## config.mk

```make
export PLATFORM = sky130hd
export DESIGN_NAME = pipe_skid_stage_flat
export DESIGN_NICKNAME = d
export VERILOG_FILES = /design/src/rtl/pipe_skid_stage_pkg.sv /design/src/rtl/pipe_skid_stage_if.sv /design/src/rtl/sat_counter.sv /design/src/rtl/pipe_skid_stage.sv /design/src/flat_wrapper.sv
export SDC_FILE = /design/constraint.sdc
export NUM_CORES = 1
export LEC_CHECK = 0
export CAP_MARGIN = 15
export CORE_UTILIZATION = 45
export CTS_CLUSTER_DIAMETER = 60
export DETAILED_ROUTE_END_ITERATION = 12
export MAX_ROUTING_LAYER = met4
export PLACE_DENSITY = 0.73
export SLEW_MARGIN = 25
export SYNTH_ARGS = -nofsm -noshare
export SYNTH_HDL_FRONTEND = slang
export SYNTH_SLANG_ARGS = --single-unit
export TNS_END_PERCENT = 30
```

## constraint.sdc

```tcl
create_clock -name clk -period 27.4 [get_ports clk]
set_input_delay 6.85 -clock clk [delete_from_list [all_inputs] [get_ports clk]]
set_output_delay 6.85 -clock clk [all_outputs]
set_load 0.05 [all_outputs]
```

## src/rtl/pipe_skid_stage_pkg.sv

```systemverilog
// Shared types and default sizing for the pipe_skid_stage slice.
// Holds the skid-stage FSM state encoding used by the stage and its bench.
package pipe_pkg;

    localparam int NUM_CH_DEF = 4;
    localparam int CH_W_DEF   = 32;
    localparam int CNT_W_DEF  = 16;

    typedef enum logic [1:0] {
        EMPTY = 2'd0,
        ONE   = 2'd1,
        TWO   = 2'd2
    } state_e;

endpackage

```

## src/rtl/pipe_skid_stage_if.sv

```systemverilog
// Upstream and downstream valid/ready/data handshake of one skid stage.
// master = the side driving the stage (producer and consumer), slave = the stage.
interface pipe_skid_stage_if #(
    parameter int NUM_CH = pipe_pkg::NUM_CH_DEF,
    parameter int CH_W   = pipe_pkg::CH_W_DEF
);
    localparam int W = NUM_CH * CH_W;

    logic         in_valid_i;
    logic         in_ready_o;
    logic [W-1:0] in_data_i;
    logic         out_valid_o;
    logic         out_ready_i;
    logic [W-1:0] out_data_o;

    modport master (
        output in_valid_i, in_data_i, out_ready_i,
        input  in_ready_o, out_valid_o, out_data_o
    );

    modport slave (
        input  in_valid_i, in_data_i, out_ready_i,
        output in_ready_o, out_valid_o, out_data_o
    );

endinterface

```

## src/rtl/sat_counter.sv

```systemverilog
// Saturating up-counter with a synchronous clear that wins over increment.
module sat_counter #(
    parameter int W = 16
) (
    input  logic         clk,
    input  logic         rst,
    input  logic         clr,
    input  logic         inc,
    output logic [W-1:0] cnt
);

    logic [W-1:0] cnt_d, cnt_q;

    always_comb begin
        cnt_d = cnt_q;
        if (clr) begin
            cnt_d = '0;
        end else if (inc && (cnt_q != '1)) begin
            cnt_d = cnt_q + 1'b1;
        end
    end

    always_ff @(posedge clk or posedge rst) begin
        if (rst) begin
            cnt_q <= '0;
        end else begin
            cnt_q <= cnt_d;
        end
    end

    assign cnt = cnt_q;

endmodule

```

## src/rtl/pipe_skid_stage.sv

```systemverilog
// Two-entry skid buffer pipeline stage: full throughput, registered handshake
// outputs, flush squash and a saturating downstream-stall statistic.
module pipe_skid_stage
    import pipe_pkg::*;
#(
    parameter int NUM_CH = NUM_CH_DEF,
    parameter int CH_W   = CH_W_DEF,
    parameter int CNT_W  = CNT_W_DEF
) (
    input  logic             clk,
    input  logic             rst,
    input  logic             flush_i,
    input  logic             stat_clr_i,
    pipe_skid_stage_if.slave bus,
    output logic [CNT_W-1:0] stall_cnt_o
);

    localparam int W = NUM_CH * CH_W;

    state_e       state_d, state_q;
    logic [W-1:0] main_d, main_q;
    logic [W-1:0] skid_d, skid_q;
    logic         out_valid_d, out_valid_q;
    logic         in_ready_d, in_ready_q;
    logic         in_xfer, out_xfer;

    assign in_xfer  = bus.in_valid_i & in_ready_q;
    assign out_xfer = out_valid_q & bus.out_ready_i;

    // NOTE: every signal gets its hold value first so no path through this block infers a latch.
    always_comb begin
        state_d = state_q;
        main_d  = main_q;
        skid_d  = skid_q;
        if (flush_i) begin
            state_d = EMPTY;
            main_d  = '0;
            skid_d  = '0;
        end else begin
            unique case (state_q)
                EMPTY: begin
                    if (in_xfer) begin
                        main_d  = bus.in_data_i;
                        state_d = ONE;
                    end
                end
                ONE: begin
                    unique case ({in_xfer, out_xfer})
                        2'b11: main_d = bus.in_data_i;
                        2'b10: begin
                            skid_d  = bus.in_data_i;
                            state_d = TWO;
                        end
                        2'b01: state_d = EMPTY;
                        default: ;
                    endcase
                end
                TWO: begin
                    if (out_xfer) begin
                        main_d  = skid_q;
                        state_d = ONE;
                    end
                end
                default: state_d = EMPTY;
            endcase
        end
    end

    // Handshake flags are flopped from the next state so no input reaches them combinationally.
    assign out_valid_d = (state_d != EMPTY);
    assign in_ready_d  = (state_d != TWO);

    // NOTE: sequential state uses non-blocking assignments so every flop samples pre-edge values.
    // NOTE: the payload registers are reset too, because out_data_o must read zero out of reset.
    always_ff @(posedge clk or posedge rst) begin
        if (rst) begin
            state_q     <= EMPTY;
            main_q      <= '0;
            skid_q      <= '0;
            out_valid_q <= 1'b0;
            in_ready_q  <= 1'b1;
        end else begin
            state_q     <= state_d;
            main_q      <= main_d;
            skid_q      <= skid_d;
            out_valid_q <= out_valid_d;
            in_ready_q  <= in_ready_d;
        end
    end

    assign bus.out_valid_o = out_valid_q;
    assign bus.in_ready_o  = in_ready_q;
    assign bus.out_data_o  = main_q;

    sat_counter #(
        .W (CNT_W)
    ) u_stall_cnt (
        .clk (clk),
        .rst (rst),
        .clr (stat_clr_i),
        .inc (out_valid_q & ~bus.out_ready_i),
        .cnt (stall_cnt_o)
    );

endmodule

```

## src/flat_wrapper.sv

```systemverilog
// flat-port wrapper written by rule: the top's interface ports become plain ports
module pipe_skid_stage_flat import pipe_pkg::*;
#(
    parameter int NUM_CH = NUM_CH_DEF,
    parameter int CH_W   = CH_W_DEF,
    parameter int CNT_W  = CNT_W_DEF
)
  (clk, rst, flush_i, stat_clr_i, stall_cnt_o, bus_in_valid_i, bus_in_data_i, bus_out_ready_i, bus_in_ready_o, bus_out_valid_o, bus_out_data_o);
  pipe_skid_stage_if #(.NUM_CH(NUM_CH), .CH_W(CH_W)) bus_i ();
  input  logic clk;
  input  logic rst;
  input  logic flush_i;
  input  logic stat_clr_i;
  output logic [CNT_W-1:0] stall_cnt_o;
  input wire logic [$bits(bus_i.in_valid_i)-1:0] bus_in_valid_i;
  input wire logic [$bits(bus_i.in_data_i)-1:0] bus_in_data_i;
  input wire logic [$bits(bus_i.out_ready_i)-1:0] bus_out_ready_i;
  output wire logic [$bits(bus_i.in_ready_o)-1:0] bus_in_ready_o;
  output wire logic [$bits(bus_i.out_valid_o)-1:0] bus_out_valid_o;
  output wire logic [$bits(bus_i.out_data_o)-1:0] bus_out_data_o;
  assign bus_i.in_valid_i = bus_in_valid_i;
  assign bus_i.in_data_i = bus_in_data_i;
  assign bus_i.out_ready_i = bus_out_ready_i;
  assign bus_in_ready_o = bus_i.in_ready_o;
  assign bus_out_valid_o = bus_i.out_valid_o;
  assign bus_out_data_o = bus_i.out_data_o;
  pipe_skid_stage #(.NUM_CH(NUM_CH), .CH_W(CH_W), .CNT_W(CNT_W)) u_core (.clk(clk), .rst(rst), .flush_i(flush_i), .stat_clr_i(stat_clr_i), .bus(bus_i), .stall_cnt_o(stall_cnt_o));
endmodule
```

==> results of run 1 <==
==> cells in the mapped netlist, types with 3 or more instances <==
cell	count
nand2_1	394
dfrtp_1	275
a21oi_1	140
a22oi_1	128
o21ai_0	128
clkbuf_1	83
buf_2	12
nand3_1	11
nor2_1	8
nor3_1	7
inv_1	6
nor2b_1	6
buf_4	5
nor4_1	5
or4_1	4
a211oi_1	3
nand4_1	3
o21ai_1	3
o31ai_1	3
==> worst reg2reg max path, cell delays in order (launching register included) <==
cell	delay, ns
dfrtp_1	0.45
nand2b_1	0.23
nor2_4	0.65
buf_6	0.72
a22oi_1	0.32
o21ai_0	0.29
==> power breakdown <==
part	leakage (nW)	switching, mW	internal (mW)
logic	2.12	0.193	0.0919
registers	3.71	0.0265	0.448
clock network	0.531	0.165	0.262
total	6.36	0.384	0.802
==> through the flow <==
step | hold slack, ns | utilization
after floorplan | 0.488 | -
after global placement | 0.461 | 0.576
after detailed placement | 0.469 | 0.577
after CTS | 0.483 | 0.619
after global routing | 0.500 | 0.619
final | 0.477 | 0.619
==> cell families after synthesis <==
group	Yosys count	share of synthesized area
AND/OR/NAND/NOR	450	0.155
AO/OA/AOI/OAI	420	0.212
flip-flops	276	0.588
buffers and inverters	110	0.0403
multiplexers	4	0.00383
adder cells (fa/ha/maj)	1	0.00106
==> path summary, 6_finish.rpt <==
kind                                                         end                                   from  slack [ns]
min in group asynchronous  u_core.bus.out_data_o[63]$_DFFE_PP0P_                                    rst        6.89
hold / removal             u_core.bus.out_data_o[90]$_DFFE_PP0P_  u_core.bus.out_data_o[90]$_DFFE_PP0P_        0.48
setup reg to reg           u_core.bus.out_data_o[41]$_DFFE_PP0P_            u_core.state_q[0]$_DFF_PP0_       24.65
hold reg to reg            u_core.bus.out_data_o[90]$_DFFE_PP0P_  u_core.bus.out_data_o[90]$_DFFE_PP0P_        0.48
setup / recovery                  u_core.skid_q[116]$_DFFE_PP0P_                        bus_out_ready_i       18.51
max in group asynchronous          u_core.skid_q[85]$_DFFE_PP0P_                                    rst       19.00
==> routing by layer <==
metal	routed length [um]	up-vias	GRT usage
met5	0	-	-
met4	822	0	0.0749
met3	2130	57	0.0330
met2	15300	387	0.383
met1	13700	4835	0.331
li1	-	4802	-
==> registers in the layout (all words and copies together), names as in the netlist <==
register,count
u_core.bus.out_data_o,128
u_core.skid_q,128
u_core.state_q,2
u_core.bus.out_valid_o,1
u_core.bus.in_ready_o,1
u_core.u_stall_cnt.cnt,16
==> cell type report <==
class,count,area [um2]
timing repair buffer,290,2890
inverter,6,30.0
clock buffer,40,880
fill,2168,9680
multi-input combinational,875,4410
tap,330,413
clock inverter,16,189
sequential,276,6910
==> layout by cell type (no fill, tap or decap), types with 4 or more instances in the layout <==
cell type	instances
nand3_1	10
dfrtp_1	275
nor4_1	5
a21oi_1	140
clkdlybuf4s50_1	278
nand2_1	394
or4_1	4
nor2_1	7
o21ai_0	128
buf_4	8
bufinv_16	4
nor2b_1	5
nor3_1	6
clkinv_2	9
inv_1	5
clkbuf_16	31
a22oi_1	128
clkbuf_8	7
buf_6	4
==> results.toml, run 1 <==
[timing]
max_slew_margin = 0.336
grt_setup_unrepaired = "no"
final-hold-violation-count = 0
slew_violations = 0
setup_viol = 0
fin_crit_sh = 0.324
fmax_mhz = 113
tns_ns = 0
period_needed_ns = 8.89
timing.final.ws_setup_ns = 18.51
worst_pin_slew_ns = 0.996
finalClockSkew_ns = 0.00993

[worst_setup_path]
end_kind = "flop"
cp.depth = 6
cp_slowest_stage_delay_ns = 0.86
path_common_cell = "nand2_1"
crit_fanout = 83
crit_family = "buffers and inverters"
crit_slowest_cell = "buf_4"
cp-start-kind = "input port"
ff2ff_path_depth = 5
path_cells = "clkdlybuf4s50_1 -> nand2_1 -> nand3_4 -> buf_4 -> nand2_1 -> a21oi_1"
crit_buf_inv = 2
required_ns = 27.85
worstPathArrival_ns = 9.34
critPathKind = "in -> reg"

[layout]
final_area_um2 = 15700
syn2layout_area_growth_pct = 33.7
insertedDiodeCount = 0
drive_above_1_share = 0.0532
num-nets-final = 1614
final_cells = 1833

[hold_path]
hold_depth = 2
hp-class = "reg -> reg"

[synthesis]
synth_ff_type = "dfrtp_1"
syn_inst = 1261
synth_edf_count = 0
ys_ff_latch = 276
ys_seq_area_frac = 0.588
yosys_warnings = 0
synth_top_area_cell = "dfrtp_1"
ys_types = 47
synthTopCellsByArea = "dfrtp_1 59%, nand2_1 13%, a22oi_1 8.2%"
yosys.area.top_type_share = 0.585
avgSynthCellArea_um2 = 9.32
syn-num-nets = 1396
synthArstFlopShare = 1.00
syn_area_um2 = 11800

[clocking]
cts_max_level = 1
cts_sinks = 276
clkTransAtPathRegs_ns = 0.06
clock_path_buffers = 3
cts_buffers = 30
clk_latency_ns = 0.54
postCtsHoldBufs = 0
cts_resized = 0
cts_tree = "yes"
clockRootBuffer = "clkbuf_16"
cts_setup_buffers = 0

[detailed_routing]
routed_wl_mm = 31.9
vias_per_cell = 5.50
drt_iter0_drc = 1024
firstDrtPassIters = 6
wl_per_cell_um = 17.4
vias = 10100
ant_nets = 0
drc_errors = 0

[placement]
postPlaceCellArea_um2 = 14600
post-place-ws_ns = 17.99
dp_hpwl_mm = 19.2
gp_congestion = 0.804
dp_cells = 1777
portBuffers = 279

[global_route]
grt_max_degree = 133
grt_antenna_before_repair = 0
grt_pass1_vias = 9658
grt_pass1_wl_mm = 51.0
grt_usage = 0.244
grt.overflow.total = 0

[pwr]
p_leak_nw = 6.36
p_per_area_nw_per_um2 = 75.5
vdd_drop_max_uv = 51.6
power.total_mw = 1.19

[floorplanning]
core-area_um2 = 25400
start_util = 0.463
rows = 58
dieArea_um2 = 26800
die_h_um = 164
die_width_um = 164
ios = 280

[outcome]
status = "complete, no violations"

[flow_run]
maxCapViolations = 0
Note: power is estimated with default switching activity, not from simulation.
==> inputs of run 2 (changes only) <==
--- a/config.mk
+++ b/config.mk
@@ -10,7 +10,7 @@
 export CTS_CLUSTER_DIAMETER = 60
 export DETAILED_ROUTE_END_ITERATION = 12
 export MAX_ROUTING_LAYER = met4
-export PLACE_DENSITY = 0.73
+export PLACE_DENSITY = 0.76
 export SLEW_MARGIN = 25
 export SYNTH_ARGS = -nofsm -noshare
 export SYNTH_HDL_FRONTEND = slang
==> constraint.sdc (replaced) <==
create_clock -name clk -period 7.7 [get_ports clk]
set_input_delay 1.925 -clock clk [delete_from_list [all_inputs] [get_ports clk]]
set_output_delay 1.925 -clock clk [all_outputs]
set_load 0.05 [all_outputs]
==> run 2 against run 1 <==
Cell count down 0.11%. Utilization up 0.32 points. Design area up 0.52%. Worst hold slack about the same. Highest routed layer unchanged. First-iteration DRC count down 12%. Largest power group unchanged. Sequential power rose to 3.6 times the previous value. Non-clock buffer count up 2. Clock-buffer cell count down 1. Clock skew up 0.0016 ns. Largest cell class unchanged.
==> results.toml, run 2 (synthesis results as in run 1) <==
[layout]
multi_input_area_um2 = 4410
fill_cells = 2093
num-nets-final = 1616
syn2layout_area_growth_pct = 34.4
final_cell_mix = "394 x nand2_1, 278 x clkdlybuf4s50_1, 275 x dfrtp_1"
regArea_um2 = 6910
final_common_cell = "nand2_1"
insertedDiodeCount = 0
final_cells = 1831
final_area_um2 = 15800
drive_above_1_share = 0.0506

[worst_setup_path]
crit_fanout = 80
ff2ff_path_depth = 5
cp-start-kind = "input port"
end_kind = "flop"
critPathKind = "in -> reg"
required_ns = 8.07
worstPathArrival_ns = 4.39

[timing]
grt_setup_unrepaired = "no"
final-hold-violation-count = 0
fmax_mhz = 249
slew_violations = 0
setup_viol = 0
max_slew_margin = 0.300
tns_ns = 0
period_needed_ns = 4.02
fin_crit_sh = 0.522
timing.final.ws_setup_ns = 3.68
worst_pin_slew_ns = 1.05
finalClockSkew_ns = 0.0115

[placement]
portBuffers = 279
dp_hpwl_mm = 19.5
postPlaceCellArea_um2 = 14700
post-place-ws_ns = 3.14
gp_congestion = 0.822
dp_cells = 1778

[detailed_routing]
vias_per_cell = 5.55
drt_iter0_drc = 897
firstDrtPassIters = 5
drc_errors = 0
wl_per_cell_um = 17.5
routed_wl_mm = 32.1
vias = 10200
ant_nets = 0

[clocking]
cts_max_level = 1
postCtsHoldBufs = 0
cts_tree = "yes"
clkTransAtPathRegs_ns = 0.06
clockRootBuffer = "clkbuf_16"
cts_sinks = 276
cts_resized = 0
cts_buffers = 30
cts_setup_buffers = 0
clock_path_buffers = 3
clk_latency_ns = 0.54

[global_route]
grt_antenna_before_repair = 0
grt_pass1_wl_mm = 51.4
grt_max_degree = 187
grt_usage = 0.245
grt_pass1_vias = 9885
grt.overflow.total = 0

[pwr]
p_leak_nw = 6.39
power.total_mw = 4.26
p_per_area_nw_per_um2 = 269
vdd_drop_max_uv = 170

[floorplanning]
rows = 58
die_h_um = 164
ios = 280
die_width_um = 164
start_util = 0.463
dieArea_um2 = 26800
core-area_um2 = 25400

[hold_path]
hp-class = "reg -> reg"
hold_depth = 2

[flow_run]
maxCapViolations = 0

[outcome]
status = "complete, no violations"
## run 2: changes by cell type in the layout (fill, tap and decap cells not counted), sizes merged
cell / before / now
buf: 12 / 14
bufinv: 4 / 6
clkbuf: 40 / 39
clkinv: 10 / 6
clkinvlp: 2 / 1
## run 2: layout make-up
cell class,count,area share
Clock buffer,39,0.0535
Clock inverter,13,0.0139
Inverter,6,0.00166
Multi-Input combinational cell,875,0.279
Sequential cell,276,0.437
Tap cell,330,0.0261
Timing Repair Buffer,292,0.188
## run 2: final timing paths
kind / start / end / slack [ns]
hold reg to reg: u_core.bus.out_data_o[1]$_DFFE_PP0P_ / u_core.bus.out_data_o[1]$_DFFE_PP0P_ / 0.48
min in group asynchronous: rst / u_core.bus.out_data_o[60]$_DFFE_PP0P_ / 1.87
max in group asynchronous: rst / u_core.bus.out_data_o[122]$_DFFE_PP0P_ / 4.40
setup reg to reg: u_core.bus.in_ready_o$_DFF_PP1_ / u_core.skid_q[102]$_DFFE_PP0P_ / 5.01
hold / removal: u_core.bus.out_data_o[1]$_DFFE_PP0P_ / u_core.bus.out_data_o[1]$_DFFE_PP0P_ / 0.48
setup / recovery: bus_in_valid_i / u_core.skid_q[102]$_DFFE_PP0P_ / 3.68
## run 2: layer usage
metal	GRT usage	vias up	routed length (um)
met5	-	-	0
met4	0.0623	0	713
met3	0.0343	54	2040
met2	0.385	369	15400
met1	0.335	4949	13900
li1	-	4796	-
## run 2: stage by stage
step,hold slack [ns],util
finish,0.478,0.622
CTS,0.482,0.621
global route,0.509,0.622
detailed placement,0.469,0.579
global placement,0.460,0.577
floorplan,0.488,-
## run 2: worst max-delay path: stages
cell             delay (ns)
clkdlybuf4s50_1        0.49
and3b_1                0.31
nand3_4                0.76
buf_4                  0.63
nand2_1                0.16
a21oi_1                0.08
## run 2: where the power goes
group	switching (mW)	internal [mW]
Clock	0.577	0.968
Sequential	0.0954	1.59
Combinational	0.689	0.334
Total	1.36	2.90
